`config.mk`:
```
export PLATFORM = sky130hd
export DESIGN_NAME = irq_ctrl
export DESIGN_NICKNAME = d
export VERILOG_FILES = /design/src/rtl/lexington_pkg.sv /design/src/rtl/irq_ctrl_sync.sv /design/src/rtl/irq_ctrl.sv
export SDC_FILE = /design/constraint.sdc
export NUM_CORES = 1
export LEC_CHECK = 0
export ABC_AREA = 1
export BUFFER_PORTS_ARGS = -buffer_cell sky130_fd_sc_hd__buf_2
export CAP_MARGIN = 20
export CORE_MARGIN = 2
export CORE_UTILIZATION = 30
export CTS_CLUSTER_SIZE = 28
export DETAILED_ROUTE_END_ITERATION = 8
export GPL_TIMING_DRIVEN = 0
export HOLD_SLACK_MARGIN = 0.03
export PLACE_DENSITY_LB_ADDON = 0.1
export SKIP_LAST_GASP = 1
export SLEW_MARGIN = 20
export SYNTH_ARGS = -nofsm -noshare
export SYNTH_HDL_FRONTEND = slang
export SYNTH_HIERARCHICAL = 1
export SYNTH_SLANG_ARGS = --single-unit
```
`constraint.sdc`:
```
create_clock -name clk -period 1.7 [get_ports clk]
set_input_delay 0.255 -clock clk [delete_from_list [all_inputs] [get_ports clk]]
set_output_delay 0.255 -clock clk [all_outputs]
set_load 0.005 [all_outputs]
```
`src/rtl/lexington_pkg.sv`:
```
// Shared SoC constants: interrupt controller register map, id width and bus base address.
// Also carries the byte-lane write merge used by the bus-visible config registers.
package lexington;

  localparam int IRQ_MAX      = 32;
  localparam int IRQ_ID_WIDTH = 6;
  localparam int IRQ_ADDR_W   = 3;

  // Word slot on the data bus next to mtime.
  localparam logic [31:0] DEFAULT_IRQ_BASE_ADDR = 32'hFFFF_FF60;

  typedef enum logic [IRQ_ADDR_W-1:0] {
    IRQ_PENDING  = 3'd0,
    IRQ_ENABLE   = 3'd1,
    IRQ_MODE     = 3'd2,
    IRQ_CLAIM    = 3'd3,
    IRQ_COMPLETE = 3'd4,
    IRQ_STATUS   = 3'd5
  } irq_reg_t;

  function automatic logic [31:0] strb_merge(input logic [31:0] cur,
                                             input logic [31:0] wdat,
                                             input logic [3:0]  strb);
    logic [31:0] res;
    for (int b = 0; b < 4; b++) begin
      res[8*b +: 8] = strb[b] ? wdat[8*b +: 8] : cur[8*b +: 8];
    end
    return res;
  endfunction

endpackage

```
`src/rtl/irq_ctrl_sync.sv`:
```
// One interrupt source: SYNC_STAGES-deep synchroniser plus rising-edge detector.
// level lags irq_async by SYNC_STAGES edges; rise is a one-cycle pulse aligned with level.
module irq_sync #(
  parameter int SYNC_STAGES = 2
) (
  input  logic clk,
  input  logic rst,
  input  logic irq_async,
  output logic level,
  output logic rise
);

  logic [SYNC_STAGES-1:0] sync_q;
  logic                   prev_q;

  always_ff @(posedge clk) begin
    if (rst) begin
      sync_q <= '0;
      prev_q <= 1'b0;
    end else begin
      sync_q <= {sync_q[SYNC_STAGES-2:0], irq_async};
      prev_q <= sync_q[SYNC_STAGES-1];
    end
  end

  assign level = sync_q[SYNC_STAGES-1];
  assign rise  = sync_q[SYNC_STAGES-1] & ~prev_q;

endmodule

```
`src/rtl/irq_ctrl.sv`:
```
// Memory-mapped interrupt controller: per-source edge/level capture, masking, lowest-index-first claim/complete.
// Reads are combinational from addr; all register and claim/complete side effects commit on the access edge.
module irq_ctrl
  import lexington::*;
#(
  parameter  int NUM_IRQ     = 10,
  parameter  int SYNC_STAGES = 2,
  localparam int ADDR_WIDTH  = IRQ_ADDR_W
) (
  input  logic                  clk,
  input  logic                  rst,
  input  logic                  rd_en,
  input  logic                  wr_en,
  input  logic [ADDR_WIDTH-1:0] addr,
  input  logic [31:0]           wr_data,
  input  logic [3:0]            wr_strobe,
  output logic [31:0]           rd_data,
  input  logic [NUM_IRQ-1:0]    irq_i,
  output logic                  irq_o
);

  logic [NUM_IRQ-1:0] lvl, rise;
  logic [NUM_IRQ-1:0] pending, enable, mode;
  logic [NUM_IRQ-1:0] cand, win_oh, w1c, claim_clr, en_next, mode_next;
  logic [IRQ_ID_WIDTH-1:0] win_id, claimed_id;
  logic                    busy;
  logic [IRQ_MAX-1:0]      pend_w, en_w, mode_w;
  logic [31:0]             en_merged, mode_merged;
  logic                    claim_fire, complete_hit;
  logic                    unused_bits;

  for (genvar g = 0; g < NUM_IRQ; g++) begin : g_src
    irq_sync #(.SYNC_STAGES(SYNC_STAGES)) u_sync (
      .clk       (clk),
      .rst       (rst),
      .irq_async (irq_i[g]),
      .level     (lvl[g]),
      .rise      (rise[g])
    );
  end

  always_comb begin
    pend_w = '0;
    en_w   = '0;
    mode_w = '0;
    pend_w[NUM_IRQ-1:0] = pending;
    en_w[NUM_IRQ-1:0]   = enable;
    mode_w[NUM_IRQ-1:0] = mode;
  end

  assign en_merged   = strb_merge(en_w, wr_data, wr_strobe);
  assign mode_merged = strb_merge(mode_w, wr_data, wr_strobe);
  assign en_next     = (wr_en && addr == IRQ_ENABLE) ? en_merged[NUM_IRQ-1:0] : enable;
  assign mode_next   = (wr_en && addr == IRQ_MODE) ? mode_merged[NUM_IRQ-1:0] : mode;
  assign w1c         = (wr_en && addr == IRQ_PENDING) ? wr_data[NUM_IRQ-1:0] : '0;
  assign unused_bits = ^{en_merged, mode_merged, wr_data};

  // Scan from the top so the lowest active index is the last one to land.
  assign cand = pending & enable;
  always_comb begin
    win_id = '0;
    win_oh = '0;
    for (int i = NUM_IRQ - 1; i >= 0; i--) begin
      if (cand[i]) begin
        win_id    = IRQ_ID_WIDTH'(i + 1);
        win_oh    = '0;
        win_oh[i] = 1'b1;
      end
    end
  end

  assign irq_o        = !busy && (|cand);
  assign claim_fire   = rd_en && (addr == IRQ_CLAIM) && irq_o;
  assign claim_clr    = claim_fire ? (win_oh & mode) : '0;
  assign complete_hit = wr_en && (addr == IRQ_COMPLETE) && wr_strobe[0] && busy &&
                        (wr_data[IRQ_ID_WIDTH-1:0] == claimed_id);

  always_ff @(posedge clk) begin
    if (rst) begin
      pending    <= '0;
      enable     <= '0;
      mode       <= '0;
      busy       <= 1'b0;
      claimed_id <= '0;
    end else begin
      enable <= en_next;
      mode   <= mode_next;
      // Level bits track the synchronised line; leaving level for edge wipes the bit.
      // Edge bits: a fresh rise beats a same-cycle claim clear or W1C.
      for (int i = 0; i < NUM_IRQ; i++) begin
        if (!mode[i]) pending[i] <= mode_next[i] ? 1'b0 : lvl[i];
        else          pending[i] <= (pending[i] & ~(w1c[i] | claim_clr[i])) | rise[i];
      end
      if (claim_fire) begin
        busy       <= 1'b1;
        claimed_id <= win_id;
      end else if (complete_hit) begin
        busy       <= 1'b0;
        claimed_id <= '0;
      end
    end
  end

  always_comb begin
    rd_data = '0;
    if (rd_en) begin
      case (addr)
        IRQ_PENDING: rd_data = pend_w;
        IRQ_ENABLE:  rd_data = en_w;
        IRQ_MODE:    rd_data = mode_w;
        IRQ_CLAIM:   rd_data = irq_o ? 32'(win_id) : '0;
        IRQ_STATUS:  rd_data = {{(24 - IRQ_ID_WIDTH){1'b0}}, claimed_id, 7'b0, busy};
        default:     rd_data = '0;
      endcase
    end
  end

endmodule
```
# After elaboration in Yosys (flattened, before gate mapping)
# Cells that the tools add are included.
op_classes:
  n_shift: 0
  n_bitwise: 62
  order_cmp: 0
  n_reduce_logical: 16
  mux: 52
  addsub: 0
  mul: 0
  n_eq_ne: 6
  div_mod_pow: 0
ops:
  columns: ["cell", "n"]
  rows:
  - ["two-way mux 10 bit", 13]
  - ["two-way mux 6 bit", 12]
  - ["one-hot mux 14 bit (5 select lines)", 1]
  - ["two-way mux 1 bit", 22]
  - ["bitwise AND 1 bit", 20]
  - ["bitwise AND 10 bit", 2]
  - ["NOT 1 bit", 20]
  - ["OR 1 bit", 20]
  - ["two-way mux 14 bit", 1]
  - ["logical AND 1 bit", 10]
  - ["OR reduction 10 bit", 1]
  - ["two-way mux 8 bit", 1]
  - ["equality test 3 x 2 -> 1 bit, second input constant", 2]
  - ["equality test 3 bit, second input constant", 2]
  - ["equality test 6 bit", 1]
  - ["two-way mux 4 bit", 1]
  - ["AND reduction 2 bit", 2]
  - ["equality test 3 x 1 -> 1 bit, second input constant", 1]
  - ["zero test 3 bit", 1]
  - ["two-way mux 2 bit", 1]
  - ["nonzero test 2 bit", 1]
  - ["zero test 1 bit", 1]
totals:
  register_bits: 67
  rom_bits: 0
  n_memories: 0
  elab_cells: 162
  output_inout_bits: 33
  inputBits: 53
  latchBits: 0
  mem_bits_rw: 0

# Depth between registers and ports, before layout
# Gate-level depths: netlist of the first run.
logic_depth:
  depth_word: 18
  depth_mapped: 10
  depth_no_buf: 9

# By module
# The synthesis of the first run kept the hierarchy.
modules_own_cells:
  columns: ["mod", "area_each_um2", "cells_each", "seq_area_each_um2", "n_inst"]
  rows:
  - ["irq_ctrl", 2352.3, 366, 700.7, 1]
  - ["irq_sync", 86.3, 10, 60.1, 10]

# Worst setup path after synthesis of the first run
# Ideal clock, no wire load.
synth_path:
  kind: "reg-to-output"
  start: "register pending[2]"
  end: "output port rd_data[0]"
  n_path_buf: 0
  arrival_time_ns: 1.146
  path_slack_ns: 0.299
  required_ns: 1.445
  path_stages_with_launch: 9
  path_cell_list: "dfxtp_1 nand2_1 nand2_1 nor2_2 nand3_1 nand2_2 nor2_1 nand3_1 a21oi_1"
synth_between:
  elab_chain_len: 7
  word_cells_on_any_way: 9
  cone_classes: "mux: 6; bitwise: 1; reduce/logical: 2"
synth_lines:
  columns: ["element", "line", "text"]
  rows:
  - ["start: declaration", "irq_ctrl.sv:23", "logic [NUM_IRQ-1:0] pending, enable, mode;"]
  - ["start signal: indexed assignment", "irq_ctrl.sv:91", "if (!mode[i]) pending[i] <= mode_next[i] ? 1'b0 : lvl[i];"]
  - ["start signal: indexed assignment", "irq_ctrl.sv:92", "else pending[i] <= (pending[i] & ~(w1c[i] | claim_clr[i])) | rise[i];"]
  - ["bitwise AND 10 bit (*)", "irq_ctrl.sv:59", "assign cand = pending & enable;"]
  - ["two-way mux 6 bit (3 in series)", "irq_ctrl.sv:64", "if (cand[i]) begin"]
  - ["two-way mux 6 bit (*)", "irq_ctrl.sv:111", "IRQ_CLAIM: rd_data = irq_o ? 32'(win_id) : '0;"]
  - ["one-hot mux 14 bit (5 select lines) (*)", "irq_ctrl.sv:107", "case (addr)"]
  - ["two-way mux 14 bit (*)", "irq_ctrl.sv:106", "if (rd_en) begin"]
  - ["end: declaration", "irq_ctrl.sv:17", "output logic [31:0] rd_data,"]
# Every way passes the cells marked *; elsewhere a longest branch is shown, timed or not.

# Worst setup path in the final report of the first run
layout_path:
  start: "register pending[5]"
  end: "output port rd_data[2]"
layout_between:
  elab_chain_len: 10
  word_cells_on_any_way: 12
  cone_classes: "mux: 9; bitwise: 1; reduce/logical: 2"
layout_lines:
  columns: ["element", "line"]
  rows:
  - ["bitwise AND 10 bit (*)", "irq_ctrl.sv:59"]
  - ["two-way mux 6 bit (6 in series)", "irq_ctrl.sv:64"]
  - ["two-way mux 6 bit (*)", "irq_ctrl.sv:111"]
  - ["one-hot mux 14 bit (5 select lines) (*)", "irq_ctrl.sv:107"]
  - ["two-way mux 14 bit (*)", "irq_ctrl.sv:106"]
# Marks and branches as above.

==> results of run 1 <==
[stage by stage]
stage / power (mW) / hold slack, ps
3_3_place_gp: 1.91 / 390
3_5_place_dp: 1.92 / 392
5_1_grt: 3.22 / 107
2_1_floorplan: 1.80 / 326
4_1_cts: 3.10 / 87.2
6_report: 3.06 / 99.9
[cells by family after synthesis]
family,count (synthesis)
simple gates,199
buf+inv,111
compound gates,88
flops,65
xor+xnor,2
other cells,1
[per-layer routing]
layer,GRT usage,wire length (um),up-vias
li1,-,-,1631
met1,0.231,4480,1415
met2,0.267,4230,88
met3,0.0309,542,16
met4,0.0852,210,0
met5,0,0,-
[registers in the layout, summed over array words and instances (netlist names)]
| name | count |
|---|---|
| g_src.u_sync/sync_q | 20 |
| enable | 10 |
| g_src.u_sync/prev_q | 10 |
| mode | 10 |
| pending | 10 |
| claimed_id | 4 |
| busy | 1 |
[power breakdown]
part / internal [mW] / switching (mW) / total, mW / leakage [nW]
Combinational: 0.134 / 0.195 / 0.328 / 1.54
Clock: 0.551 / 0.588 / 1.14 / 0.0887
Sequential: 1.57 / 0.0245 / 1.60 / 0.540
[tightest hold or removal path: cells and delay by family]
family | cells | cell delay [ps]
buf+inv | 2 | 130
simple gates | 1 | 30
[layout make-up]
| class | instances | area share |
|---|---|---|
| inverters | 81 | 0.0723 |
| flip-flops and latches | 65 | 0.311 |
| clock buffers | 11 | 0.0331 |
| multi-input cells | 309 | 0.382 |
| repair buffers | 72 | 0.104 |
| plain buffers | 30 | 0.0536 |
| well taps | 136 | 0.0398 |
| clock inverters | 4 | 0.00469 |
[final timing paths]
path | start | to
hold / removal | irq_i[6] | g_src[6].u_sync/sync_q[0]
setup / recovery | pending[5] | rd_data[2]
setup reg to reg | pending[5] | pending[3]
hold reg to reg | g_src[9].u_sync/sync_q[0] | g_src[9].u_sync/sync_q[1]
[cell usage in the layout (no fill, tap or decap), drive strengths merged]
cell type	Yosys	routed
nand4	2	2
nor3	7	7
o211ai	5	5
nor2	84	84
conb	1	20
inv	81	81
nand3	21	21
nand2	84	84
or2	1	1
clkbuf	3	16
xor2	2	2
a211oi	11	11
a31oi	1	1
a21oi	30	30
buf	27	97
clkinv	0	4
o21bai	4	4
dfxtp	65	65
o21ai	34	34
a221oi	3	3
[repair_timing]
item	in CTS	in global routing
setup buffers	26	4
hold buffers	0	0
pin swaps	17	12
cloned	0	1
endpoints found under the setup margin	10	25
gates resized for setup	56	18
==> impl_metrics.env, run 1 <==
export IMPL_pin_count=86
export IMPL_synth_area_top_cells="dfxtp_1 40%, nand2_1 9.3%, nor2_1 9.3%, inv_1 9.1%, buf_4 4.9%"
export IMPL_ys_flop_type="dfxtp_1"
export IMPL_setup_tns_ps=-756
export IMPL_peakVddDrop_uv=290
export IMPL_grt_pass1_wl_um=15000
export IMPL_dp_cells=662
export IMPL_start_util=0.310
export IMPL_die_h_um=108
export IMPL_ff2ff_path_depth=12
export IMPL_synthToLayoutAreaGrowth_pct=32.9
export IMPL_slew_headroom=0.531
export IMPL_wire_per_inst_um=13.4
export IMPL_status="complete, but fails checks"
export IMPL_hp_class="input pin to flop"
export IMPL_async_flop_share=0
export IMPL_fmax_ghz=0.541
export IMPL_grt_pass1_vias=2998
export IMPL_max_stage_delay_ps=340
export IMPL_regArea_sq_um=1330
export IMPL_grt_max_degree=32
export IMPL_layout_drive_gt1_share=0.322
export IMPL_netlist_instances=466
export IMPL_synth_top_family_by_area="simple AND/OR/NAND/NOR gates"
export IMPL_avgViaCountPerCell=4.45
export IMPL_vias=3150
export IMPL_syn_area_sq_um=3220
export IMPL_power_leakage_nw=2.17
export IMPL_dieArea_sq_um=11600
export IMPL_worstSetupEndpointType="output pin"
export IMPL_clock_sinks=65
export IMPL_power_density_nw_per_um2=717
export IMPL_ys_warn_count=6
export IMPL_cts_root_buffer_cell="clkbuf_8"
export IMPL_start_kind="flop"
export IMPL_synth_xor_area_frac=0.00545
export IMPL_worst_path_max_fanout=4
export IMPL_fin_crit_ps=1850
export IMPL_finish_utilization=0.412
export IMPL_gp_congestion=0.914
export IMPL_hpwl_um=6400
export IMPL_postRouteAntennaNets=0
export IMPL_cts_tree="built"
export IMPL_crit_chain="nand2_4, nand2_4, nor2_4, nand3_2, nand2_2, nor2_4, a21oi_2, a21oi_2, buf_2"
export IMPL_synth_fa_ha_area_frac=0
export IMPL_path_buf_inv=1
export IMPL_synth_simple_area_share=0.263
export IMPL_dp_slack_ps=-280
export IMPL_synth_area_mux_share=0
export IMPL_worst_path_max_delay_cell="dfxtp_2"
export IMPL_ys_seq_area_frac=0.405
export IMPL_yosysTopAreaCell="dfxtp_1"
export IMPL_finalSetupViolCount=8
export IMPL_violations="negative setup slack"
export IMPL_cp_required_ps=1440
export IMPL_grt_usage=0.173
export IMPL_cts_max_path_buffers=2
export IMPL_multi_input_area_sq_um=1630
export IMPL_grt_ovfl_total=0
export IMPL_n_fill_cell=1128
export IMPL_crit_arrival_ps=1590
export IMPL_clkTransAtPathRegs_ps=70
export IMPL_die_x_um=108
export IMPL_fin_nets=621
export IMPL_numPortBuffers=41
export IMPL_synth_compound_area_frac=0.162
export IMPL_synth_top_cell_area_share=0.405
export IMPL_synth_cell_types=30
export IMPL_finalHoldViolations=0
export IMPL_cp_depth=9
export IMPL_first_pass_iters=4
export IMPL_wl_um=9470
export IMPL_worst_pin_slew_ps=703
export IMPL_antenna_cells=0
export IMPL_hold_depth=3
export IMPL_numCtsBuffers=9
export IMPL_finalCritPeriodShare=1.09
export IMPL_rsz0062_at_grt="yes"
export IMPL_reg2reg_slack_ps=-70
export IMPL_grt_antenna_before_repair=0
export IMPL_drc_errors=0
export IMPL_final_cell_area_sq_um=4270
export IMPL_drv_cap=0
export IMPL_syn_avg_cell_area_sq_um=6.90
export IMPL_htreeDepth=3
export IMPL_worst_slack_ps=-149
export IMPL_final_max_slew_violation_count=0
export IMPL_crit_family="simple AND/OR/NAND/NOR gates"
export IMPL_fin_skew_ps=10.5
export IMPL_drtIter0Drc=176
export IMPL_criticalPathCategory="flop to output pin"
export IMPL_fin_cells=708
export IMPL_num_rows=37
export IMPL_ys_top_cells_by_count="80 x nand2_1, 80 x nor2_1, 78 x inv_1, 65 x dfxtp_1, 30 x o21ai_0"
export IMPL_placed_cell_area_sq_um=3660
export IMPL_synth_edff_count=0
export IMPL_clkLatencyLatePin_ps=350
export IMPL_ys_ff_latch=65
export IMPL_core_area_sq_um=10400
No activity file was read; power rests on OpenSTA's default activity.
==> run 2, diff against run 1 <==
clock period = 2.2 ns   (was 1.7 ns; I/O delays follow)
==> impl_metrics.env, run 2 (same netlist as run 1, synthesis figures left out) <==
export IMPL_status="finished, final reports clean"
export IMPL_power_switching_mw=0.606
export IMPL_slew_headroom=0.551
export IMPL_cts_hold_fix_buffers=0
export IMPL_peakVddDrop_uv=271
export IMPL_power_leakage_nw=1.93
export IMPL_start_kind="flop"
export IMPL_clkLatencyLatePin_ps=350
export IMPL_grt_antenna_before_repair=0
export IMPL_worst_pin_slew_ps=674
export IMPL_rsz0062_at_grt="no"
export IMPL_synthToLayoutAreaGrowth_pct=20.5
export IMPL_power_density_nw_per_um2=602
export IMPL_worst_slack_ps=94.5
export IMPL_grt_pass1_wl_um=14100
export IMPL_p_seq_frac=0.530
export IMPL_cts_max_path_buffers=2
export IMPL_ff2ff_path_depth=10
export IMPL_setup_tns_ps=0
export IMPL_crit_arrival_ps=1780
export IMPL_drv_cap=0
export IMPL_fin_skew_ps=10.5
export IMPL_num_rows=37
export IMPL_fin_crit_ps=2110
export IMPL_wire_per_inst_um=13.1
export IMPL_final_max_slew_violation_count=0
export IMPL_finalHoldViolations=0
export IMPL_use_met2=0.246
export IMPL_core_area_sq_um=10400
export IMPL_grt_ovfl_total=0
export IMPL_fin_total_pwr_mw=2.33
export IMPL_antenna_cells=0
export IMPL_hold_depth=3
export IMPL_final_cell_mix="78 x inv_1, 78 x nor2_1, 77 x nand2_1, 53 x dfxtp_1, 42 x buf_2"
export IMPL_grt_pass1_vias=2780
export IMPL_gp_congestion=0.914
export IMPL_r2r_start="pending[2]"
export IMPL_hp_class="input pin to flop"
export IMPL_avgViaCountPerCell=4.45
export IMPL_wl_um=8840
export IMPL_criticalPathCategory="flop to output pin"
export IMPL_hpwl_um=6400
export IMPL_clock_sinks=65
export IMPL_p_int_mw=1.72
export IMPL_fin_nets=590
export IMPL_first_pass_iters=4
export IMPL_drtIter0Drc=148
export IMPL_cp_required_ps=1870
export IMPL_start_util=0.310
export IMPL_r2r_end="pending[7]"
export IMPL_htreeDepth=3
export IMPL_dp_slack_ps=145
export IMPL_die_h_um=108
export IMPL_dieArea_sq_um=11600
export IMPL_numPortBuffers=41
export IMPL_grt_max_degree=32
export IMPL_largest_reg_flops=20
export IMPL_top_register="g_src.u_sync/sync_q"
export IMPL_finalSetupViolCount=0
export IMPL_postRouteAntennaNets=0
export IMPL_pin_count=86
export IMPL_swShare=0.260
export IMPL_fmax_ghz=0.475
export IMPL_worst_path_max_fanout=7
export IMPL_numCtsBuffers=9
export IMPL_worstSetupEndpointType="output pin"
export IMPL_grt_busiest_layer="met2"
export IMPL_layout_drive_gt1_share=0.222
export IMPL_grt_util_met1=0.223
export IMPL_finish_utilization=0.374
export IMPL_clkTransAtPathRegs_ps=70
export IMPL_drc_errors=0
export IMPL_met3_usage=0.0285
export IMPL_cts_root_buffer_cell="clkbuf_8"
export IMPL_vias=3013
export IMPL_reg2reg_slack_ps=720
export IMPL_pwr_share_comb=0.096
export IMPL_finalCritPeriodShare=0.957
export IMPL_die_x_um=108
export IMPL_grt_usage=0.162
export IMPL_cts_tree="built"
export IMPL_hold_end="g_src[4].u_sync/sync_q[0]"
export IMPL_pwr_share_clk=0.375
export IMPL_hold_start="irq_i[4]"
export IMPL_cts_setup_buffers=0
## run 2: final cells by class
type                       instances  area [sq um]
fill                            1150          6500
clock buffer                      11           141
multi-input combinational        309          1490
timing repair buffer              41           205
buffer                            30           223
sequential                        65          1320
tap                              136           170
inverter                          81           304
clock inverter                     4          20.0
## run 2: what timing repair did
item | 4_1_cts | 5_1_grt
endpoints found under the setup margin | 4 | 4
pin swaps | 0 | 2
gates resized for setup | 3 | 19
## run 2: worst max-delay path: stages (launching register included)
cell and delay [ps]:
dfxtp_1 400, nand2_4 110, inv_2 70, nor2_2 50, nand3_1 110, nand2_2 110, nor2_4 170, nand3_1 120
a21oi_2 160, buf_2 130
## run 2: routing by layer
metal | vias up | routed length (um) | share of wire
met4 | 0 | 204 | 0.023
met5 | - | 0 | 0
li1 | 1569 | - | -
met1 | 1347 | 4180 | 0.47
met2 | 82 | 3920 | 0.44
met3 | 15 | 537 | 0.061
## run 2: worst max path at each step
| stage | start | end | slack [ps] | depth (start not counted) |
|---|---|---|---|---|
| after floorplan | pending[2] | rd_data[0] | 720 | 8 |
| after global placement | rst | mode[5] | 130 | 4 |
| after detailed placement | rst | pending[5] | 150 | 6 |
| after CTS | pending[3] | rd_data[3] | 8 | 8 |
| after global routing | pending[4] | rd_data[0] | 1 | 9 |
| final | pending[0] | rd_data[0] | 90 | 9 |
## run 2: stage by stage
stage	std cells	cell area, sq um	hold WS, ps
detailed placement	662	3660	392
finish	677	3870	180
CTS	677	3830	162
floorplan	485	3290	388
global route	677	3870	182
global placement	662	3660	390
## run 2: power groups by stage
stage                     combinational, mW  clock (mW)  sequential [mW]
after CTS                             0.224       0.913             1.23
after global placement                0.220           0             1.26
after detailed placement              0.222           0             1.26
after floorplan                       0.137           0             1.25
after global routing                  0.255       0.967             1.24
final                                 0.223       0.874             1.23
==> run 3, diff against run 2 <==
ABC_AREA = default   (was 1)
==> impl_metrics.env, run 3 <==
export IMPL_htreeDepth=3
export IMPL_power_switching_mw=0.612
export IMPL_syn_avg_cell_area_sq_um=8.33
export IMPL_wire_per_inst_um=16.0
export IMPL_num_rows=37
export IMPL_numCtsBuffers=9
export IMPL_n_fill_cell=1144
export IMPL_worst_path_max_fanout=4
export IMPL_worst_pin_slew_ps=843
export IMPL_pwr_share_comb=0.091
export IMPL_status="finished, final reports clean"
export IMPL_finalSetupViolCount=0
export IMPL_worstSetupEndpointType="output pin"
export IMPL_layout_commonest_cell="dfxtp_1"
export IMPL_layout_drive_gt1_share=0.240
export IMPL_worst_slack_ps=85.0
export IMPL_finalCritPeriodShare=0.961
export IMPL_drc_errors=0
export IMPL_hold_start="irq_i[1]"
export IMPL_ys_top_cells_by_count="65 x dfxtp_1, 57 x nand2_1, 39 x a21oi_1, 36 x nor2b_1, 23 x nand3_1"
export IMPL_cts_max_path_buffers=2
export IMPL_wl_um=9540
export IMPL_grt_pass1_wl_um=14900
export IMPL_start_util=0.309
export IMPL_vias=2923
export IMPL_setup_tns_ps=0
export IMPL_hp_class="input pin to flop"
export IMPL_cts_root_buffer_cell="clkbuf_8"
export IMPL_fin_skew_ps=12.4
export IMPL_final_cell_mix="59 x dfxtp_1, 56 x nand2_1, 44 x buf_2, 39 x a21oi_1, 36 x nor2b_1"
export IMPL_antenna_cells=0
export IMPL_async_flop_share=0
export IMPL_ys_flop_type="dfxtp_1"
export IMPL_fin_crit_ps=2110
export IMPL_grt_util_met1=0.232
export IMPL_synth_xor_area_frac=0.0109
export IMPL_fin_nets=508
export IMPL_grt_antenna_before_repair=0
export IMPL_netlist_instances=385
export IMPL_ys_seq_area_frac=0.406
export IMPL_placed_cell_area_sq_um=3630
export IMPL_synth_compound_area_frac=0.167
export IMPL_clock_sinks=65
export IMPL_die_x_um=107
export IMPL_cts_tree="built"
export IMPL_grt_max_degree=34
export IMPL_synth_area_mux_share=0.0281
export IMPL_crit_arrival_ps=1780
export IMPL_syn_area_sq_um=3210
export IMPL_gp_congestion=0.870
export IMPL_peakVddDrop_uv=237
export IMPL_core_area_sq_um=10400
export IMPL_dp_cells=577
export IMPL_use_met2=0.262
export IMPL_synth_edff_count=0
export IMPL_pwr_share_clk=0.416
export IMPL_criticalPathCategory="flop to output pin"
export IMPL_synth_top_family_by_area="simple AND/OR/NAND/NOR gates"
export IMPL_avgViaCountPerCell=4.91
export IMPL_yosysTopAreaCell="dfxtp_1"
export IMPL_drtIter0Drc=150
export IMPL_final_cell_area_sq_um=3890
export IMPL_met3_usage=0.0515
export IMPL_synth_cell_types=49
export IMPL_slew_headroom=0.436
export IMPL_grt_pass1_vias=2733
export IMPL_power_density_nw_per_um2=641
export IMPL_power_leakage_nw=1.53
export IMPL_grt_usage=0.173
export IMPL_synth_area_top_cells="dfxtp_1 41%, nor2b_1 7.0%, nand2_1 6.7%, a21oi_1 6.1%, buf_4 4.7%"
export IMPL_finalHoldViolations=0
export IMPL_p_int_mw=1.88
export IMPL_fmax_ghz=0.473
export IMPL_start_kind="flop"
export IMPL_fin_cells=595
export IMPL_dp_slack_ps=-127
export IMPL_finish_utilization=0.375
export IMPL_regArea_sq_um=1310
export IMPL_synth_most_common_cell="dfxtp_1"
export IMPL_r2r_start="pending[0]"
export IMPL_largest_reg_flops=20
export IMPL_dieArea_sq_um=11500
export IMPL_numPortBuffers=37
export IMPL_postRouteAntennaNets=0
export IMPL_hpwl_um=6640
export IMPL_synthToLayoutAreaGrowth_pct=21.3
export IMPL_final_max_slew_violation_count=0
export IMPL_ys_warn_count=6
export IMPL_cp_required_ps=1870
export IMPL_grt_busiest_layer="met2"
export IMPL_swShare=0.245
export IMPL_top_register="g_src.u_sync/sync_q"
export IMPL_critPathLaunch="pending[7]"
export IMPL_ys_ff_latch=65
export IMPL_die_h_um=107
export IMPL_synth_simple_area_share=0.313
export IMPL_clkTransAtPathRegs_ps=70
export IMPL_synth_fa_ha_area_frac=0
export IMPL_pin_count=86
export IMPL_multi_input_area_sq_um=1770
export IMPL_p_seq_frac=0.493
export IMPL_first_pass_iters=5
export IMPL_drv_cap=0
export IMPL_synth_top_cell_area_share=0.406
export IMPL_grt_ovfl_total=0
export IMPL_clkLatencyLatePin_ps=350
-- run 3: timing repair --
item | CTS | global route
buffers inserted | 2 | 1
gates resized for setup | 6 | 10
pin swaps | 4 | 2
endpoints found under the setup margin | 5 | 3
hold buffers | 0 | 0
-- run 3: per-stage QoR --
step | hold WS [ps] | power, mW
3_3_place_gp | 417 | 1.48
6_report | 184 | 2.49
5_1_grt | 178 | 2.60
2_1_floorplan | 402 | 1.39
4_1_cts | 161 | 2.53
3_5_place_dp | 423 | 1.48
-- run 3: path summary, 6_finish.rpt --
kind / to / slack, ps / depth (start not counted)
max: rd_data[1] / 90 / 6
min: g_src[1].u_sync/sync_q[0] / 180 / 2
max reg2reg: pending[1] / 440 / 5
min reg2reg: g_src[9].u_sync/sync_q[1] / 430 / 1
-- run 3: area by class of cell --
cell class | count | share of cell area
Clock inverter | 3 | 0.0103
Clock buffer | 12 | 0.0399
Sequential cell | 65 | 0.336
Inverter | 5 | 0.00482
Tap cell | 136 | 0.0437
Timing Repair Buffer | 40 | 0.0534
Multi-Input combinational cell | 298 | 0.455
Buffer | 36 | 0.0566
-- run 3: power groups by stage --
| stage | Clock [mW] | Combinational [mW] | Sequential [mW] |
|---|---|---|---|
| after floorplan | 0 | 0.143 | 1.25 |
| after global placement | 0 | 0.223 | 1.26 |
| after detailed placement | 0 | 0.225 | 1.26 |
| after CTS | 1.07 | 0.226 | 1.23 |
| after global routing | 1.12 | 0.250 | 1.23 |
| final | 1.04 | 0.226 | 1.23 |
-- run 3: per-layer routing --
layer | wire length, um | up-vias
li1 | - | 1449
met1 | 4580 | 1370
met2 | 4110 | 91
met3 | 695 | 13
met4 | 160 | 0
met5 | 0 | -
-- run 3: kinds of logic after synthesis --
kind of cell | Yosys count
AO/OA/AOI/OAI | 86
multiplexers | 9
flip-flops | 65
buffers and inverters | 41
XOR/XNOR | 4
AND/OR/NAND/NOR | 179
other | 1
-- run 3: worst max-delay path, cell delays in order, from the launching register on --
cell	delay, ps
dfxtp_2	340
and2_4	170
nand4b_1	240
a21boi_1	210
o21ai_0	150
o22ai_1	180
buf_2	150
